<file path="config.mk">
export PLATFORM = sky130hd
export DESIGN_NAME = tcam_search_ctrl
export DESIGN_NICKNAME = d
export VERILOG_FILES = /design/src/rtl/tcam_search_ctrl_pkg.sv /design/src/rtl/tcam_search_ctrl_prio_enc.sv /design/src/rtl/tcam_search_ctrl.sv
export SDC_FILE = /design/constraint.sdc
export NUM_CORES = 1
export LEC_CHECK = 0
export BUFFER_PORTS_ARGS = -buffer_cell sky130_fd_sc_hd__buf_4
export CAP_MARGIN = 20
export CORE_MARGIN = 2
export CORE_UTILIZATION = 49
export DETAILED_ROUTE_END_ITERATION = 6
export GPL_TIMING_DRIVEN = 0
export PLACE_DENSITY = 0.88
export SLEW_MARGIN = 20
export SYNTH_ARGS = -nofsm -noshare
export SYNTH_HDL_FRONTEND = slang
export SYNTH_HIERARCHICAL = 1
export SYNTH_SLANG_ARGS = --single-unit
</file>
<file path="constraint.sdc">
create_clock -name clk_i -period 2.17 [get_ports clk_i]
set_input_delay 0.1085 -clock clk_i [delete_from_list [all_inputs] [get_ports clk_i]]
set_output_delay 0.1085 -clock clk_i [all_outputs]
set_load 0.05 [all_outputs]
</file>
<file path="src/rtl/tcam_search_ctrl_pkg.sv">
// Shared definitions for the TCAM search controller: request opcodes and FSM states.
package tcam_search_ctrl_pkg;

   typedef enum logic [1:0] {
      OP_SEARCH     = 2'd0,
      OP_WRITE      = 2'd1,
      OP_INVALIDATE = 2'd2
   } tcam_op_e;

   typedef enum logic [1:0] {
      IDLE   = 2'd0,
      WRITE  = 2'd1,
      SEARCH = 2'd2,
      RESULT = 2'd3
   } tcam_state_e;

endpackage

</file>
<file path="src/rtl/tcam_search_ctrl_prio_enc.sv">
// Lowest-index priority encoder with a multi-hit flag over the qualified match vector.
module tcam_prio_enc #(
   parameter int CAM_DEPTH = 8,
   parameter int ADDR_W    = 3
) (
   input  logic [CAM_DEPTH-1:0] vec_i,
   output logic                 hit_o,
   output logic [ADDR_W-1:0]    addr_o,
   output logic                 multi_o
);

   // Scan high to low so the lowest set index wins; a second set bit raises multi.
   always_comb begin
      hit_o   = 1'b0;
      addr_o  = '0;
      multi_o = 1'b0;
      for (int i = CAM_DEPTH - 1; i >= 0; i--) begin
         if (vec_i[i]) begin
            addr_o = ADDR_W'(i);
         end
      end
      for (int i = 0; i < CAM_DEPTH; i++) begin
         if (vec_i[i]) begin
            if (hit_o) begin
               multi_o = 1'b1;
            end
            hit_o = 1'b1;
         end
      end
   end

endmodule

</file>
<file path="src/rtl/tcam_search_ctrl.sv">
// TCAM search controller: accepts search/write/invalidate requests, drives the row
// array's shared word/mask and per-row write enables, and returns prioritised results.
module tcam_search_ctrl
   import tcam_search_ctrl_pkg::*;
#(
   parameter int CAM_WIDTH = 8,
   parameter int CAM_DEPTH = 8,
   parameter int ADDR_W    = 3
) (
   input  logic                 clk_i,
   input  logic                 rst_i,
   input  logic                 req_valid_i,
   output logic                 req_ready_o,
   input  logic [1:0]           req_op_i,
   input  logic [CAM_WIDTH-1:0] req_word_i,
   input  logic [CAM_WIDTH-1:0] req_mask_i,
   input  logic [ADDR_W-1:0]    req_addr_i,
   output logic                 rsp_valid_o,
   input  logic                 rsp_ready_i,
   output logic                 rsp_hit_o,
   output logic [ADDR_W-1:0]    rsp_addr_o,
   output logic                 rsp_multi_o,
   output logic                 cam_rst_o,
   output logic [CAM_DEPTH-1:0] cam_we_o,
   output logic [CAM_WIDTH-1:0] cam_search_word_o,
   output logic [CAM_WIDTH-1:0] cam_dont_care_mask_o,
   input  logic [CAM_DEPTH-1:0] cam_match_i
);

   tcam_state_e          state_q;
   logic [CAM_WIDTH-1:0] word_q;
   logic [CAM_WIDTH-1:0] mask_q;
   logic [ADDR_W-1:0]    addr_q;
   logic [1:0]           op_q;
   logic [CAM_DEPTH-1:0] row_valid_q;
   logic [CAM_DEPTH-1:0] cam_we_q;
   logic                 rsp_valid_q;
   logic                 rsp_hit_q;
   logic [ADDR_W-1:0]    rsp_addr_q;
   logic                 rsp_multi_q;

   logic                 accept;
   logic [CAM_DEPTH-1:0] row_sel_d;
   logic [CAM_DEPTH-1:0] qual_d;
   logic                 enc_hit;
   logic [ADDR_W-1:0]    enc_addr;
   logic                 enc_multi;

   assign req_ready_o          = (state_q == IDLE) && !rst_i;
   assign accept               = req_valid_i && req_ready_o;
   assign cam_rst_o            = rst_i;
   assign cam_we_o             = cam_we_q;
   assign cam_search_word_o    = word_q;
   assign cam_dont_care_mask_o = mask_q;
   assign rsp_valid_o          = rsp_valid_q;
   assign rsp_hit_o            = rsp_hit_q;
   assign rsp_addr_o           = rsp_addr_q;
   assign rsp_multi_o          = rsp_multi_q;

   // One-hot row decode of the request address; addresses beyond the array select nothing.
   always_comb begin
      row_sel_d = '0;
      for (int i = 0; i < CAM_DEPTH; i++) begin
         row_sel_d[i] = (req_addr_i == ADDR_W'(i));
      end
   end

   // Only rows holding valid data may contribute to a search result.
   always_comb begin
      qual_d = cam_match_i & row_valid_q;
   end

   tcam_prio_enc #(
      .CAM_DEPTH (CAM_DEPTH),
      .ADDR_W    (ADDR_W)
   ) u_prio_enc (
      .vec_i   (qual_d),
      .hit_o   (enc_hit),
      .addr_o  (enc_addr),
      .multi_o (enc_multi)
   );

   // Control FSM with registered write enables, row-valid bits and response fields.
   always_ff @(posedge clk_i) begin
      if (rst_i) begin
         state_q     <= IDLE;
         word_q      <= '0;
         mask_q      <= '0;
         addr_q      <= '0;
         op_q        <= '0;
         row_valid_q <= '0;
         cam_we_q    <= '0;
         rsp_valid_q <= 1'b0;
         rsp_hit_q   <= 1'b0;
         rsp_addr_q  <= '0;
         rsp_multi_q <= 1'b0;
      end else begin
         cam_we_q <= '0;
         case (state_q)
            IDLE: begin
               if (accept) begin
                  word_q <= req_word_i;
                  mask_q <= req_mask_i;
                  addr_q <= req_addr_i;
                  op_q   <= req_op_i;
                  case (req_op_i)
                     OP_WRITE: begin
                        cam_we_q <= row_sel_d;
                        state_q  <= WRITE;
                     end
                     OP_SEARCH: begin
                        state_q <= SEARCH;
                     end
                     OP_INVALIDATE: begin
                        row_valid_q <= row_valid_q & ~row_sel_d;
                     end
                     default: begin
                     end
                  endcase
               end
            end
            WRITE: begin
               if (op_q == OP_WRITE) begin
                  row_valid_q <= row_valid_q | cam_we_q;
               end
               state_q <= IDLE;
            end
            SEARCH: begin
               rsp_valid_q <= 1'b1;
               rsp_hit_q   <= enc_hit;
               rsp_addr_q  <= enc_addr;
               rsp_multi_q <= enc_multi;
               state_q     <= RESULT;
            end
            RESULT: begin
               if (rsp_ready_i) begin
                  rsp_valid_q <= 1'b0;
                  state_q     <= IDLE;
               end
            end
            default: begin
               state_q <= IDLE;
            end
         endcase
      end
   end

endmodule
</file>
==> run summary <==
Status: finished, final reports clean
Vertical die dimension: 66.0 µm
Post-Route Skew: 0.00276 ns
Antenna viol nets, final: 0
DRC: 0
Horiz. Die Dim: 66.0 µm
First-pass GRT wire length: 7840 µm
Max cap viols: 0
Fraction of layout cells with a size suffix above 1: 27.2%
Maximum level of the CTS H-tree: 2
Clock tree buffer depth: 2
Data required time at the worst endpoint: 2.34 ns
Cts bufs inserted: 5
Setup violations, final: 0
Number of hold-slack violations in the final timing report: 0
Leading cell types by total area after synthesis: sky130_fd_sc_hd__dfxtp_1, sky130_fd_sc_hd__nand2_1, sky130_fd_sc_hd__nand3b_1
Setup repair after global routing missed its margin: no
Synthesis warning total: 6
Cell with the biggest individual delay on the critical path: sky130_fd_sc_hd__or4_4
Post-detailed-placement half-perimeter wirelength: 3260 µm
CP Max Fanout: 6
Global-route usage over all layers: 23.7%
Class of the tightest hold or removal check: in2reg
Capture instance of the worst register-to-register path: rsp_multi_o$_SDFFE_PP0P_
Count of cell types in the netlist: 33
Post-CTS Hold Buffers: 13
Standard-cell row count: 22
Remaining Overflow, GRT: 0
I/O pin count: 65
Crit-path leading delay family: simple AND/OR/NAND/NOR gates
Number of global-route vias before repair: 1772
CP cell instances: and2_1, or4_4, a2111oi_4, o31ai_1, mux2i_1, nor2_1
Final Wtd Congestion: 0.821
Maximum operating frequency: 0.532 GHz
DRC marker count from the first detailed-route iteration: 107
# resized after CTS: 0
Setup repair bufs after CTS: 0
Number of buffers added on ports: 62
Synthesized Nets: 252
Total internal power: 1.19 mW
Max rail drop VDD: 0.483 mV
Crit. path cell count: 6
Worst setup SP type: flip-flop
Total count of max-transition violations in the final report: 0
Total wire length after detailed routing: 4800 µm
Largest net degree at the start of global routing: 13
Reg2Reg Launch Point: row_valid_q[3]$_SDFFE_PP0P_
Number of antenna diodes: 0
Core area: 3690 µm²
Sequential area share after synthesis: 44.6%
Initial antenna violation count: 0
Final-stage net count: 334
CP arrival: 2.05 ns
Clock period minus final worst setup slack: 1.88 ns
Number of cells on the worst reg-to-reg path: 6
TritonCTS clock tree: yes
Sinks on the clock net: 42
Power share of the clock group: 30.7%
CP Class: reg2reg
Iteration count of the initial detailed-routing pass: 4
Part of the cycle the worst path needs: 86.5%
Static leakage power: 1.19 nW
Type of element capturing the critical path: flip-flop
Critical Path Start: row_valid_q[3]$_SDFFE_PP0P_
Transition time at the pin with the least slew margin: 0.457 ns
Area of all placed cells without fillers: 2630 µm²
Part of the total power dissipated in sequential elements: 49.3%
Total of fill cells in the finished design: 294
Worst relative slew slack: 69.4%
Post-synth top area share: 44.6%
Setup TNS Final: 0 ns
Switching portion of total power: 28.3%
Cell type contributing the most total cell area after synthesis: sky130_fd_sc_hd__dfxtp_1
Net load switching power: 0.472 mW
Count of cells along the worst hold path: 3
Critical path buffers and inverters: 0
Area growth from synthesis to layout: 39.6%
Count of mapped cells out of synthesis: 219
Crit-path max cell delay: 0.56 ns
Pwr Density: 633 nW/µm²
Part of the power in combinational logic: 20.0%
End of the worst hold path: cam_search_word_o[2]$_SDFFE_PP0P_
Hold wc startpoint: req_word_i[2]
Clock root buffer: sky130_fd_sc_hd__clkbuf_8
Netlist Area Pre-Place: 1890 µm²
Initial core utilization: 51.1%
Setup slack of the worst register-to-register path: 0.29 ns
Mean cell area of the mapped netlist: 8.61 µm²
Via count of the routed design: 1830
Die area: 4360 µm²
Via density per instance: 5.23
Final hold slack: 0.00371 ns
Worst-path clk slew: 0.07 ns
Register bit count reported by yosys: 42
Clk_lat worst skew: 0.29 ns
Routed WL per cell: 13.7 µm
Final total power: 1.67 mW
Placed cell area: 2410 µm²
## logic make-up (layout without fill, tap and decap cells)
logic type	count (synthesis)	after routing	share of synthesized area, %
AOI/OAI and AO/OA	25	25	9.82
DFF	42	42	44.6
adders and majority gates	1	1	0.531
and+or+nand+nor	129	129	37.4
buffers and inverters	17	100	5.04
muxes	5	5	2.65
## sequential cells by signal, indices dropped and copies added, names as in the netlist
signal	flops
row_valid_q	8
cam_search_word_o	8
rsp_multi_o	1
rsp_addr_o	3
cam_we_o	8
rsp_valid_o	1
state_q	2
op_q	2
rsp_hit_o	1
cam_dont_care_mask_o	8
## per-layer routing
layer | share of wire, % | wire length, µm | vias to the layer above | track usage (%)
met4 | 2.1 | 100 | 0 | 9.18
met1 | 40 | 1930 | 835 | 27.3
li1 | - | - | 916 | -
met2 | 50 | 2410 | 69 | 40.2
met5 | 0 | 0 | - | 0
met3 | 7.5 | 359 | 10 | 8.18
## stage by stage
step           util [%]  setup slack (ns)  std cells
6_report           71.4             0.292        350
4_1_cts            71.4             0.308        350
3_3_place_gp       65.4             0.350        329
5_1_grt            71.4             0.178        350
2_1_floorplan         -             0.441        219
3_5_place_dp       65.4             0.332        329
## worst min-delay path, cell delays in order
cell and delay, ns:
sky130_fd_sc_hd__buf_4 0.08, sky130_fd_sc_hd__nand2_1 0.04, sky130_fd_sc_hd__nand2_1 0.04
## cell usage in the layout, fill, tap and decap left out, types with 6 or more instances in the layout
cell type and count:
sky130_fd_sc_hd__buf_4 63, sky130_fd_sc_hd__dfxtp_1 42, sky130_fd_sc_hd__nand2_1 41, sky130_fd_sc_hd__nor2_1 21, sky130_fd_sc_hd__nand3b_1 19, sky130_fd_sc_hd__dlygate4sd3_1 13, sky130_fd_sc_hd__nor3_1 12, sky130_fd_sc_hd__and2_1 8
sky130_fd_sc_hd__a21oi_1 8, sky130_fd_sc_hd__a211oi_1 8, sky130_fd_sc_hd__clkbuf_1 7, sky130_fd_sc_hd__nor4_1 7, sky130_fd_sc_hd__clkbuf_8 6
## cell type report
type / count / area, µm² / share of cell area [%]
multi-input combinational: 160 / 950 / 36.1
sequential: 42 / 841 / 31.9
timing repair buffer: 75 / 596 / 22.6
buffer: 15 / 87.6 / 3.33
clock buffer: 7 / 86.3 / 3.28
tap: 48 / 60.1 / 2.28
inverter: 2 / 7.51 / 0.285
clock inverter: 1 / 5.00 / 0.190
## cells in the mapped netlist (all sizes together)
master / instances
a2111oi: 1
a211oi: 8
a21o: 1
a21oi: 8
and2: 8
and3b: 4
buf: 9
clkbuf: 6
dfxtp: 42
inv: 2
maj3: 1
mux2i: 5
nand2: 41
nand2b: 5
nand3: 1
nand3b: 19
nor2: 21
nor2b: 4
nor3: 12
nor3b: 1
nor4: 8
nor4b: 2
nor4bb: 1
o21ai: 1
o21bai: 5
o31ai: 1
or4: 1
or4b: 1
## power groups by stage
| stage | logic [mW] | registers [mW] | clock network (mW) |
|---|---|---|---|
| after global routing | 0.355 | 0.824 | 0.554 |
| after CTS | 0.330 | 0.820 | 0.518 |
| after detailed placement | 0.311 | 0.837 | 0 |
| after global placement | 0.307 | 0.837 | 0 |
| after floorplan | 0.106 | 0.927 | 0 |
| final | 0.333 | 0.821 | 0.510 |
## how the worst max path moves through the flow
stage	to	slack, ns
finish	rsp_multi_o$_SDFFE_PP0P_	0.29
global placement	rsp_multi_o$_SDFFE_PP0P_	0.35
floorplan	rsp_multi_o$_SDFFE_PP0P_	0.44
CTS	rsp_multi_o$_SDFFE_PP0P_	0.31
global route	rsp_multi_o$_SDFFE_PP0P_	0.18
detailed placement	rsp_multi_o$_SDFFE_PP0P_	0.33
Power figures use the tool's default switching activity.
